$ cat src/rtl/xlate_pkg.sv
// Shared types and constants for the data-side address translation unit.
package xlate_pkg;
  localparam logic [5:0] ECODE_ALE  = 6'h09;
  localparam logic [5:0] ECODE_TLBR = 6'h3F;
  localparam logic [5:0] ECODE_PIL  = 6'h01;
  localparam logic [5:0] ECODE_PIS  = 6'h02;
  localparam logic [5:0] ECODE_PPI  = 6'h07;
  localparam logic [5:0] ECODE_PME  = 6'h04;
  localparam logic [5:0] PS_4MB     = 6'd21;

  typedef enum logic [1:0] {S_IDLE, S_LOOKUP, S_RESP} xlate_state_e;

  // 4MB pages are held as the 4KB slice that was actually touched.
  typedef struct packed {
    logic        valid;
    logic [19:0] vpn;
    logic [9:0]  asid;
    logic [19:0] ppn;
    logic [1:0]  plv;
    logic [1:0]  mat;
    logic        d;
  } utlb_entry_t;
endpackage

$ cat src/rtl/utlb_array.sv
// Fully-associative micro-TLB: CAM match, round-robin fill, bulk invalidate.
module utlb_array import xlate_pkg::*; #(
  parameter int ENTRIES = 4
) (
  input  logic        clk,
  input  logic        reset,
  input  logic [19:0] vpn,
  input  logic [9:0]  asid,
  output logic        hit,
  output logic [19:0] hit_ppn,
  output logic [1:0]  hit_plv,
  output logic [1:0]  hit_mat,
  output logic        hit_d,
  input  logic        fill,
  input  logic [19:0] fill_vpn,
  input  logic [9:0]  fill_asid,
  input  logic [19:0] fill_ppn,
  input  logic [1:0]  fill_plv,
  input  logic [1:0]  fill_mat,
  input  logic        fill_d,
  input  logic        inv
);
  localparam int PTR_W = (ENTRIES > 1) ? $clog2(ENTRIES) : 1;

  utlb_entry_t [ENTRIES-1:0] ent;
  logic [ENTRIES-1:0]        match;
  logic [PTR_W-1:0]          rr;

  for (genvar gi = 0; gi < ENTRIES; gi++) begin : g_cam
    assign match[gi] = ent[gi].valid && ent[gi].vpn == vpn && ent[gi].asid == asid;
  end

  // Entries never duplicate (fill only follows a miss), so an OR-mux suffices.
  always_comb begin
    hit     = |match;
    hit_ppn = '0;
    hit_plv = '0;
    hit_mat = '0;
    hit_d   = 1'b0;
    for (int i = 0; i < ENTRIES; i++) begin
      if (match[i]) begin
        hit_ppn = hit_ppn | ent[i].ppn;
        hit_plv = hit_plv | ent[i].plv;
        hit_mat = hit_mat | ent[i].mat;
        hit_d   = hit_d   | ent[i].d;
      end
    end
  end

  always_ff @(posedge clk or posedge reset) begin
    if (reset) begin
      ent <= '0;
      rr  <= '0;
    end else if (inv) begin
      for (int i = 0; i < ENTRIES; i++) ent[i].valid <= 1'b0;
    end else if (fill) begin
      ent[rr] <= '{valid: 1'b1, vpn: fill_vpn, asid: fill_asid, ppn: fill_ppn,
                   plv: fill_plv, mat: fill_mat, d: fill_d};
      rr      <= (rr == PTR_W'(ENTRIES-1)) ? '0 : rr + 1'b1;
    end
  end
endmodule

$ cat src/rtl/data_addr_xlate.sv
// EX-stage data address translation: ALE, direct mode, DMW, uTLB, main-TLB lookup.
module data_addr_xlate import xlate_pkg::*; #(
  parameter int UTLB_ENTRIES = 4,
  parameter int DMW_NUM      = 2,
  parameter int TLB_IDX_W    = 4
) (
  input  logic                   clk,
  input  logic                   reset,
  input  logic                   flush,
  input  logic                   utlb_inv,
  input  logic                   req_valid,
  output logic                   req_ready,
  input  logic [31:0]            req_va,
  input  logic                   req_wr,
  input  logic [1:0]             req_size,
  output logic                   rsp_valid,
  input  logic                   rsp_ready,
  output logic [31:0]            rsp_pa,
  output logic [1:0]             rsp_mat,
  output logic                   rsp_excep,
  output logic [5:0]             rsp_ecode,
  output logic [31:0]            rsp_badv,
  output logic                   tlb_req,
  output logic [18:0]            tlb_vppn,
  output logic                   tlb_va_bit12,
  output logic [9:0]             tlb_asid,
  input  logic                   tlb_found,
  input  logic                   tlb_v,
  input  logic                   tlb_d,
  input  logic [TLB_IDX_W-1:0]   tlb_index,
  input  logic [19:0]            tlb_ppn,
  input  logic [5:0]             tlb_ps,
  input  logic [1:0]             tlb_plv,
  input  logic [1:0]             tlb_mat,
  input  logic                   csr_crmd_pg,
  input  logic [1:0]             csr_crmd_plv,
  input  logic [1:0]             csr_crmd_datm,
  input  logic [9:0]             csr_asid,
  input  logic [DMW_NUM-1:0]     csr_dmw_plv_met,
  input  logic [3*DMW_NUM-1:0]   csr_dmw_vseg,
  input  logic [3*DMW_NUM-1:0]   csr_dmw_pseg,
  input  logic [2*DMW_NUM-1:0]   csr_dmw_mat
);
  xlate_state_e state, state_nxt;
  logic [31:0] va_q;
  logic        wr_q;
  logic        accept, ale, dmw_hit, go_lookup, load_rsp;
  logic [31:0] dmw_pa, pg_va, res_pa;
  logic [1:0]  dmw_mat, res_mat;
  logic        u_hit, u_d, pg_found, pg_v, pg_d, pg_wr, pg_excep, res_excep;
  logic [19:0] u_ppn, pg_ppn;
  logic [1:0]  u_plv, u_mat, pg_plv, pg_mat;
  logic [5:0]  pg_ecode, res_ecode;
  logic        unused_dbg;

  assign unused_dbg   = ^tlb_index;
  assign req_ready    = (state == S_IDLE);
  assign rsp_valid    = (state == S_RESP);
  assign tlb_req      = (state == S_LOOKUP);
  assign tlb_vppn     = va_q[31:13];
  assign tlb_va_bit12 = va_q[12];
  assign tlb_asid     = csr_asid;
  assign accept       = req_valid && req_ready;
  assign ale          = (req_size == 2'd1 && req_va[0]) || (req_size == 2'd2 && req_va[1:0] != 2'b00);

  // Descending scan so the lowest-index matching window wins.
  always_comb begin
    dmw_hit = 1'b0;
    dmw_pa  = '0;
    dmw_mat = '0;
    for (int i = DMW_NUM-1; i >= 0; i--) begin
      if (csr_dmw_plv_met[i] && csr_dmw_vseg[3*i +: 3] == req_va[31:29]) begin
        dmw_hit = 1'b1;
        dmw_pa  = {csr_dmw_pseg[3*i +: 3], req_va[28:0]};
        dmw_mat = csr_dmw_mat[2*i +: 2];
      end
    end
  end

  utlb_array #(.ENTRIES(UTLB_ENTRIES)) u_utlb (
    .clk(clk), .reset(reset), .vpn(req_va[31:12]), .asid(csr_asid),
    .hit(u_hit), .hit_ppn(u_ppn), .hit_plv(u_plv), .hit_mat(u_mat), .hit_d(u_d),
    .fill(tlb_req && tlb_found && tlb_v && !flush),
    .fill_vpn(va_q[31:12]), .fill_asid(csr_asid), .fill_ppn(pg_ppn),
    .fill_plv(tlb_plv), .fill_mat(tlb_mat), .fill_d(tlb_d), .inv(utlb_inv)
  );

  // Page checks share one path: uTLB hit at accept, main-TLB result in LOOKUP.
  always_comb begin
    pg_va    = tlb_req ? va_q : req_va;
    pg_wr    = tlb_req ? wr_q : req_wr;
    pg_found = tlb_req ? tlb_found : 1'b1;
    pg_v     = tlb_req ? tlb_v : 1'b1;
    pg_d     = tlb_req ? tlb_d : u_d;
    pg_plv   = tlb_req ? tlb_plv : u_plv;
    pg_mat   = tlb_req ? tlb_mat : u_mat;
    pg_ppn   = u_ppn;
    if (tlb_req) pg_ppn = (tlb_ps == PS_4MB) ? {tlb_ppn[19:9], va_q[20:12]} : tlb_ppn;
    pg_excep = 1'b1;
    pg_ecode = 6'd0;
    if (!pg_found)                   pg_ecode = ECODE_TLBR;
    else if (!pg_v)                  pg_ecode = pg_wr ? ECODE_PIS : ECODE_PIL;
    else if (csr_crmd_plv > pg_plv)  pg_ecode = ECODE_PPI;
    else if (pg_wr && !pg_d)         pg_ecode = ECODE_PME;
    else                             pg_excep = 1'b0;
  end

  always_comb begin
    res_pa    = {pg_ppn, pg_va[11:0]};
    res_mat   = pg_mat;
    res_excep = pg_excep;
    res_ecode = pg_ecode;
    if (!tlb_req) begin
      if (ale) begin
        res_pa = req_va; res_mat = 2'd0; res_excep = 1'b1; res_ecode = ECODE_ALE;
      end else if (!csr_crmd_pg) begin
        res_pa = req_va; res_mat = csr_crmd_datm; res_excep = 1'b0; res_ecode = 6'd0;
      end else if (dmw_hit) begin
        res_pa = dmw_pa; res_mat = dmw_mat; res_excep = 1'b0; res_ecode = 6'd0;
      end
    end
  end

  assign go_lookup = csr_crmd_pg && !ale && !dmw_hit && !u_hit;
  assign load_rsp  = (accept && !go_lookup) || tlb_req;

  always_comb begin
    state_nxt = state;
    case (state)
      S_IDLE:   if (req_valid) state_nxt = go_lookup ? S_LOOKUP : S_RESP;
      S_LOOKUP: state_nxt = S_RESP;
      S_RESP:   if (rsp_ready) state_nxt = S_IDLE;
      default:  state_nxt = S_IDLE;
    endcase
    if (flush) state_nxt = S_IDLE;
  end

  always_ff @(posedge clk or posedge reset) begin
    if (reset) begin
      state     <= S_IDLE;
      va_q      <= '0;
      wr_q      <= 1'b0;
      rsp_pa    <= '0;
      rsp_mat   <= '0;
      rsp_excep <= 1'b0;
      rsp_ecode <= '0;
      rsp_badv  <= '0;
    end else begin
      state <= state_nxt;
      if (accept) begin
        va_q <= req_va;
        wr_q <= req_wr;
      end
      if (load_rsp) begin
        rsp_pa    <= res_pa;
        rsp_mat   <= res_mat;
        rsp_excep <= res_excep;
        rsp_ecode <= res_ecode;
        rsp_badv  <= pg_va;
      end
    end
  end
endmodule

$ cat config.mk
export PLATFORM = sky130hd
export DESIGN_NAME = data_addr_xlate
export DESIGN_NICKNAME = d
export VERILOG_FILES = /design/src/rtl/xlate_pkg.sv /design/src/rtl/utlb_array.sv /design/src/rtl/data_addr_xlate.sv
export SDC_FILE = /design/constraint.sdc
export NUM_CORES = 1
export LEC_CHECK = 0
export CORE_MARGIN = 4
export CORE_UTILIZATION = 39
export CTS_BUF_LIST = sky130_fd_sc_hd__clkbuf_16
export DETAILED_ROUTE_END_ITERATION = 16
export PLACE_DENSITY_LB_ADDON = 0.25
export SLEW_MARGIN = 10
export SYNTH_ARGS = -nofsm -noshare
export SYNTH_HDL_FRONTEND = slang
export SYNTH_HIERARCHICAL = 1
export SYNTH_SLANG_ARGS = --single-unit
$ cat constraint.sdc
create_clock -name clk -period 8.09 [get_ports clk]
set_clock_uncertainty 0.1 [all_clocks]
set_input_delay 1.2135 -clock clk [delete_from_list [all_inputs] [get_ports clk]]
set_output_delay 1.2135 -clock clk [all_outputs]
set_load 0.005 [all_outputs]
### Word-level counts from Yosys, hierarchy flattened

Index checks and enable logic that the tools add are counted.

* input bits: 111
* logic and storage cells: 178
* register bits after elaboration: 334
* output and inout bits: 106

* order comparisons: 3
* equal/unequal tests: 18
* multiplexer cells: 70
* bitwise gates (word level): 13
* reductions and logical operators: 36
* add/subtract/negate cells: 1

Operators by type and width (number)
* 224-bit bitwise mux: 1
* 224-bit two-way mux: 1
* 32-bit two-way mux: 7
* 56-bit demux with 2-bit select: 1
* 20-bit two-way mux: 5
* 20-bit == test: 4
* 20-bit OR: 3
* 56-bit two-way mux: 1
* 2-bit two-way mux: 22
* 10-bit == test: 4
* 6-bit two-way mux: 5
* 1-bit logical AND: 22
* 1-bit two-way mux: 22
* 2-bit OR: 6
* 3-bit two-way mux: 3
* 9-bit two-way mux: 1
* 2-bit == test (second input constant): 3
* 3-bit == test: 2
* 6-bit by 5-bit == test with 1-bit output (second input constant): 1
* 1-bit zero test: 6
* 2-bit case mux with 3 select lines: 1
* 2-bit by 1-bit == test with 1-bit output (second input constant): 2
* 2-bit AND reduction: 2
* 2-bit nonzero test: 2
* other kinds (11): 14

### Longest topological paths before layout

Gate-level depths: netlist of run 1.

* word-level depth: 21
* mapped depth: 15
* depth with buffers taken out: 13

### By module

The synthesis of run 1 kept the hierarchy.

Modules (own cells, without submodules)
* utlb_array: times used 1, cells an instance 832, area an instance 11003.1 sq um, sequential area each 5655.4 sq um
* data_addr_xlate: times used 1, cells an instance 647, area an instance 5637.9 sq um, sequential area each 2677.6 sq um

### Worst setup path after synthesis of run 1

OpenSTA, ideal clock, no wires.

* path kind: input to register
* start point: input req_va[14]
* end point: register rsp_excep
* path buffers: 1
* stages: 13
* data required time: 7.864 ns
* setup time: 0.126 ns
* slack: 4.137 ns
* arrival time: 3.727 ns
* cells stage by stage: buf_2 > xnor2_2 > nand4_1 > nor4_4 > nand3_1 > nand4_1 > mux2i_1 > ha_1 > nor2b_1 > o21ai_0 > o311a_1 > a21oi_1 > o32a_1

* elaborated cells between the ends (all ways): 45
* classes of those cells: 1 x order compare; 4 x eq/ne; 18 x mux; 6 x bitwise; 16 x reduce/logical

RTL lines
* from (decl): RTL line data_addr_xlate.sv:13 `input logic [31:0] req_va,`
* 20-bit == test: RTL line utlb_array.sv:30 `assign match[gi] = ent[gi].valid && ent[gi].vpn == vpn && ent[gi].asid == asid;`
* 1-bit logical AND (2 in a row): RTL line utlb_array.sv:30
* 2-bit two-way mux: RTL line utlb_array.sv:41 `if (match[i]) begin`
* 2-bit OR: RTL line utlb_array.sv:43 `hit_plv = hit_plv | ent[i].plv;`
* 2-bit two-way mux: RTL line utlb_array.sv:41
* 2-bit OR: RTL line utlb_array.sv:43
* 2-bit two-way mux: RTL line utlb_array.sv:41
* 2-bit OR: RTL line utlb_array.sv:43
* (+1 left out)
* via u_plv[1]: RTL line data_addr_xlate.sv:52 `logic [1:0] u_plv, u_mat, pg_plv, pg_mat;`
* (+1 left out)
* 2-bit greater-than comparator *: RTL line data_addr_xlate.sv:103 `else if (csr_crmd_plv > pg_plv) pg_ecode = ECODE_PPI;`
* 1-bit two-way mux *: RTL line data_addr_xlate.sv:103
* 1-bit two-way mux *: RTL line data_addr_xlate.sv:102 `else if (!pg_v) pg_ecode = pg_wr ? ECODE_PIS : ECODE_PIL;`
* 1-bit two-way mux *: RTL line data_addr_xlate.sv:101 `if (!pg_found) pg_ecode = ECODE_TLBR;`
* 1-bit two-way mux: RTL line data_addr_xlate.sv:118 `end else if (dmw_hit) begin`
* 1-bit two-way mux: RTL line data_addr_xlate.sv:116 `end else if (!csr_crmd_pg) begin`
* 1-bit two-way mux: RTL line data_addr_xlate.sv:114 `if (ale) begin`
* 1-bit two-way mux *: RTL line data_addr_xlate.sv:113 `if (!tlb_req) begin`
* to (signal assigned): RTL line data_addr_xlate.sv:157 `rsp_excep <= res_excep;`
* to (decl): RTL line data_addr_xlate.sv:20 `output logic rsp_excep,`

The timed path passes the listed nets; every way through them passes the cells marked *.
A chain may end at the register's enable or synchronous reset.

### Worst setup path after layout of run 1

* start point: input req_va[31]
* end point: register rsp_excep

The elaborated chain is that of the path after synthesis.

==> summary.txt, run 1 <==
VDD IR max -> 0.000163 V
R2R setup slack -> 3.99 ns
Final setup violation count -> 0
die area -> 46000 sq um
yosys warns -> 6
vias per cell -> 5.50
critical path type -> input pin to flop
register area -> 8330 sq um
Die X -> 215 um
CTS resizes -> 0
DP Area -> 18700 sq um
Reg2Reg Depth -> 13
Worst Path Max Fanout -> 23
combinational share of power -> 17.5%
final net count -> 1733
number of global-route vias before repair -> 12400
synth cell count leaders -> 333 x dfrtp_1, 232 x mux2_2, 209 x nand2_1
# placed instances -> 2117
CTS buffer count -> 36
post-layout min period -> 5.29 ns
# port buffers -> 212
Synth area leader -> dfrtp_1
Crit Reg-Reg Endpoint -> rsp_excep
CTS tree -> yes
setup TNS -> 0 ns
Die Ht -> 215 um
DRC -> 0
Critical Path Start Type -> input pin
I/O pin cnt -> 217
Detailed Route WL -> 51.4 mm
Post-Syn Area -> 16600 sq um
worst-skew pair later-pin latency -> 0.52 ns
core area -> 42000 sq um
Worst-path clk slew -> 0.06 ns
Reg-to-Reg Start -> u_utlb/ent[203]
P_sw -> 1.15 mW
pin count of the biggest net entering global routing -> 80
most common cell in the synthesized netlist -> dfrtp_1
Fmax achieved -> 0.189 GHz
layout cell share with drive strength beyond 1 -> 20.8%
Remaining Overflow, GRT -> 0
top post-synthesis cells by area -> dfrtp_1 50%, mux2_2 16%, xnor2_1 6.1%
crit path from -> req_va[31]
CP required -> 8.39 ns
Iter 0 DRT Violations -> 757
Critical Path End -> rsp_excep
flops & latches, synth -> 333
arrival time worst endpoint -> 5.59 ns
worst rel slew slack -> 29.2%
Worst-Margin Slew -> 1.06 ns
Top FF cell, synth -> dfrtp_1
Pwr Density -> 212 nW/um^2
Flop pwr share -> 46.5%
Clock Power Share -> 36.0%
max-cap violation count -> 0
antenna violations before repair -> 2
Pins Over Slew Limit -> 0
Post-CTS Setup Bufs -> 0
Sw Share -> 27.3%
period utilization -> 65.4%
Final Hold Viols -> 0
Leakage -> 9.07 nW
non-filler cells, final -> 2178
element type at the critical path end -> flop
Fillers -> 3880
DRT Pass-1 Iters -> 5
Yosys cell types -> 60
first-pass GRT wire length -> 78.4 mm
CTS Root Cell -> clkbuf_16
Post-CTS Hold Buffers -> 0
top cell type's share of synthesized area -> 50.1%
final instance area -> 19800 sq um
CTS Sinks -> 333
status -> finished, final reports clean
Pwr Total -> 4.20 mW
RSZ-0062 raised after global routing -> false
HPWL Detailed -> 34.2 mm
Syn Inst Count -> 1479
HP Class -> flop to flop
WL/cell -> 23.6 um
initial core utilization -> 39.6%
Tot GR Track Use -> 21.9%
area grow syn2layout -> 18.9%
Multi-input gate area -> 7320 sq um
EDFF count, synth -> 0
sequential area share after synthesis -> 50.1%
syn_nets -> 1596
H-tree depth -> 2
GPL Wtd Cong -> 0.814
ys async rst share -> 100%
clock buffer depth -> 3
Detail Route Antenna Nets -> 0
via count -> 12000
Rows -> 75
Int Pwr -> 3.05 mW
Avg Inst Size Synth -> 11.3 sq um
[logic make-up (layout without fill, tap and decap cells)]
group	count (synthesis)	count (layout)	share of synthesized area (%)
AO/OA/AOI/OAI	133	133	5.93
XOR/XNOR	127	127	7.18
adder cells (fa/ha/maj)	6	6	0.451
buffers and inverters	154	313	6.11
flip-flops	333	333	50.1
multiplexers	233	233	15.8
other	0	1	0
AND/OR/NAND/NOR	493	493	14.5
[worst max-delay path: stages]
cell and delay [ns]:
clkdlybuf4s50_1 1.06, xnor2_1 0.19, nand4_1 0.17, nor4_4 0.51, buf_4 0.45, nand3_1 0.13, nand4_1 0.11, mux2i_1 0.13
ha_1 0.33, nor2b_1 0.15, o21ai_0 0.37, o311a_1 0.32, a21oi_1 0.09, o32a_1 0.34
[area by class of cell]
| cell class | instances | share of cell area (%) |
|---|---|---|
| Clock buffer | 37 | 4.68 |
| Timing Repair Buffer | 237 | 11.8 |
| Multi-Input combinational cell | 992 | 37.0 |
| Tap cell | 539 | 3.41 |
| Sequential cell | 333 | 42.1 |
| Clock inverter | 23 | 0.613 |
| Inverter | 16 | 0.367 |
| Antenna cell | 1 | 0.0126 |
[registers in the layout, summed over array words and instances, names as in the netlist]
register    count
rsp_ecode       5
rsp_pa         32
va_q           32
rsp_excep       1
rsp_badv       32
u_utlb/rr       2
state           2
u_utlb/ent    224
wr_q            1
rsp_mat         2
[power by group through the flow]
stage,clock [mW],combinational (mW),sequential [mW]
after floorplan,0,0.350,1.93
after global placement,0,0.733,1.97
after detailed placement,0,0.739,1.98
after CTS,1.54,0.743,1.95
after global routing,1.61,0.797,1.97
final,1.51,0.735,1.95
[layout by cell type, fill, tap and decap left out, types with 13 or more instances in the layout]
cell type        synthesis  final
o31ai_1                 17     17
inv_1                   15     21
clkbuf_16                0     37
dfrtp_1                333    333
clkdlybuf4s50_1          0    212
nor2b_1                 14     14
nor2_1                  69     69
xnor2_1                115    115
nand4_1                 54     54
o21ai_0                 13     13
mux2_2                 232    232
nand3_1                107    107
a21oi_1                 18     18
buf_4                   36     23
nand2_1                209    205
o21a_1                  16     16
[per-layer routing]
layer / global-route usage [%] / part of all wire (%) / up-vias
li1: - / - / 5379
met1: 29.2 / 44 / 6090
met2: 36.7 / 48 / 435
met3: 4.66 / 6.3 / 85
met4: 5.58 / 2.4 / 0
met5: 0 / 0 / -
[through the flow]
step | setup slack, ns | hold slack (ns) | utilization, %
after floorplan | 0.585 | 0.346 | -
after global placement | 2.39 | 0.352 | 44.6
after detailed placement | 2.30 | 0.361 | 44.6
after CTS | 2.87 | 0.375 | 47.1
after global routing | 2.65 | 0.393 | 47.1
final | 2.80 | 0.370 | 47.1
[how the worst min path moves through the flow]
| stage | start | end | depth (start not counted) |
|---|---|---|---|
| 6_report | rsp_badv[15] | rsp_badv[15] | 2 |
| 5_1_grt | rsp_badv[16] | rsp_badv[16] | 2 |
| 4_1_cts | rsp_badv[15] | rsp_badv[15] | 2 |
| 3_5_place_dp | rsp_badv[15] | rsp_badv[15] | 2 |
| 3_3_place_gp | rsp_badv[14] | rsp_badv[14] | 2 |
| 2_1_floorplan | va_q[3] | va_q[3] | 2 |
(Power assumes the default switching activity.)
==> run 2: changes to the inputs <==
Clock period 8.09 ns to 4.37 ns, I/O delays scaled along.
==> summary.txt, run 2 (same netlist as run 1, synthesis figures left out) <==
min-delay src -> rsp_pa[16]
arrival time worst endpoint -> 4.03 ns (-1.56 ns)
Rows -> 75 (unchanged)
most frequent cells in the layout -> 333 x dfrtp_1, 232 x mux2_2, 212 x clkdlybuf4s50_1
Final Hold Viols -> 0 (unchanged)
most common cell after layout, fill and taps aside -> dfrtp_1
CP most frequent cell -> buf_4
crit path from -> req_va[27]
# port buffers -> 212 (unchanged)
worst-skew pair later-pin latency -> 0.52 ns (about the same)
number of global-route vias before repair -> 12400 (+0.29%)
CTS Root Cell -> clkbuf_16
period utilization -> 85.5%
via count -> 12000 (+0.32%)
Fmax achieved -> 0.268 GHz
final net count -> 1788 (+3.2%)
vias per cell -> 5.38 (-2.2%)
GPL Wtd Cong -> 0.823 (+1.0%)
Final setup violation count -> 0 (unchanged)
area grow syn2layout -> 22.6%
Die Ht -> 215 um (unchanged)
Leakage -> 9.41 nW (+3.7%)
antenna violations before repair -> 3 (+1)
CTS Sinks -> 333 (unchanged)
CP required -> 4.66 ns (-3.73 ns)
Post-CTS Hold Buffers -> 0 (unchanged)
Tot GR Track Use -> 21.9% (about the same)
dpl ws -> 0.117 ns (-2.19 ns)
DRC -> 0 (unchanged)
CTS resizes -> 0 (unchanged)
die area -> 46000 sq um (unchanged)
Reg-to-Reg Start -> u_utlb/ent[88]
WL/cell -> 22.9 um (-2.8%)
VDD IR max -> 0.000317 V (+94%)
Crit-path slowest cell -> clkdlybuf4s50_1
first-pass GRT wire length -> 78.2 mm (-0.18%)
CTS tree -> yes
RSZ-0062 raised after global routing -> false
I/O pin cnt -> 217 (unchanged)
Critical Path Start Type -> input pin
H-tree depth -> 2 (unchanged)
initial core utilization -> 39.6% (unchanged)
HPWL Detailed -> 35.5 mm (+3.6%)
max-cap violation count -> 0 (unchanged)
Biggest register -> u_utlb/ent
Post-CTS Setup Bufs -> 0 (unchanged)
clock buffer depth -> 3 (unchanged)
CP Cell Sequence -> clkdlybuf4s50_1 -> buf_4 -> xnor2_1 -> nand4_1 -> nor4_4 -> buf_4 -> nand2_1 -> nand4_1 -> nand2b_1 -> buf_4 -> a41o_1 -> or3_1 -> buf_4 -> a32oi_1 -> nand2_1
setup TNS -> 0 ns (unchanged)
Die X -> 215 um (unchanged)
element type at the critical path end -> flop
Fin Hold WS -> 0.375 ns (+0.00440 ns)
HP Class -> flop to flop
Largest register FFs -> 224 (unchanged)
Remaining Overflow, GRT -> 0 (unchanged)
Detail Route Antenna Nets -> 0 (unchanged)
CP max stage delay -> 0.74 ns (-0.32 ns)
CTS buffer count -> 36 (unchanged)
post-layout min period -> 3.74 ns
core area -> 42000 sq um (unchanged)
R2R setup slack -> 0.97 ns (-3.02 ns)
Worst-path clk slew -> 0.06 ns (about the same)
worst rel slew slack -> 49.3% (+20 points)
layout cell share with drive strength beyond 1 -> 23.4% (+2.6 points)
Detailed Route WL -> 51.2 mm (-0.31%)
Pwr Density -> 385 nW/um^2 (+81%)
Iter 0 DRT Violations -> 869 (+15%)
DRT Pass-1 Iters -> 5 (unchanged)
status -> finished, final reports clean
pin count of the biggest net entering global routing -> 118 (+48%)
Worst Path Max Fanout -> 9 (-61%)
Pins Over Slew Limit -> 0 (unchanged)
final setup margin -> 0.633 ns (-2.17 ns)
Worst-Margin Slew -> 0.760 ns (-0.301 ns)
critical path type -> input pin to flop
## run 2: cell count changes in the layout (fill, tap and decap cells not counted)
cell      before  now
buf_4         23   62
buf_12         2   18
clkinv_1       9   13
inv_1         21   18
inv_6          0    1
inv_8          1    0
## run 2: where the power goes
part	switching, mW	internal, mW	total [mW]
combinational	0.665	0.776	1.44
clock	1.23	1.58	2.81
sequential	0.248	3.35	3.60
total	2.14	5.71	7.85
## run 2: routing by layer
layer	track usage, %	vias to the layer above	routed length (um)
met5	0	-	13
li1	-	5506	-
met3	5.12	87	3590
met4	7.50	2	1760
met2	35.0	398	23700
met1	29.6	6034	22200
## run 2: worst max-delay path: cells and delay by family
| family | cells | cell delay (ns) |
|---|---|---|
| xor gates and xnor gates | 1 | 0.07 |
| AOI/OAI and AO/OA | 2 | 0.57 |
| buffers and inverters | 5 | 1.50 |
| and+or+nand+nor | 7 | 1.21 |
## run 2: area by class of cell
| type | count | area, sq um |
|---|---|---|
| clock inverter | 24 | 126 |
| timing repair buffer | 292 | 2950 |
| fill | 3834 | 21600 |
| tap | 539 | 674 |
| clock buffer | 37 | 926 |
| multi-input combinational | 992 | 7320 |
| antenna | 1 | 2.50 |
| sequential | 333 | 8330 |
| inverter | 16 | 68.8 |
## run 2: per-stage QoR
step,cells,cell area (sq um),utilization [%],power [mW]
2_1_floorplan,1479,16600,-,4.23
3_3_place_gp,2172,19300,46.0,5.08
3_5_place_dp,2172,19300,46.0,5.10
4_1_cts,2233,20400,48.5,7.93
5_1_grt,2233,20400,48.5,8.19
6_report,2234,20400,48.5,7.85
## run 2: worst paths after layout
| kind | cells after the start | end |
|---|---|---|
| worst min register to register | 2 | rsp_pa[16] |
| min in group asynchronous | 2 | rsp_pa[31] |
| worst max-delay path | 15 | rsp_pa[3] |
| max in group asynchronous | 3 | rsp_badv[25] |
| worst max register to register | 15 | rsp_excep |
| worst min-delay path | 2 | rsp_pa[16] |
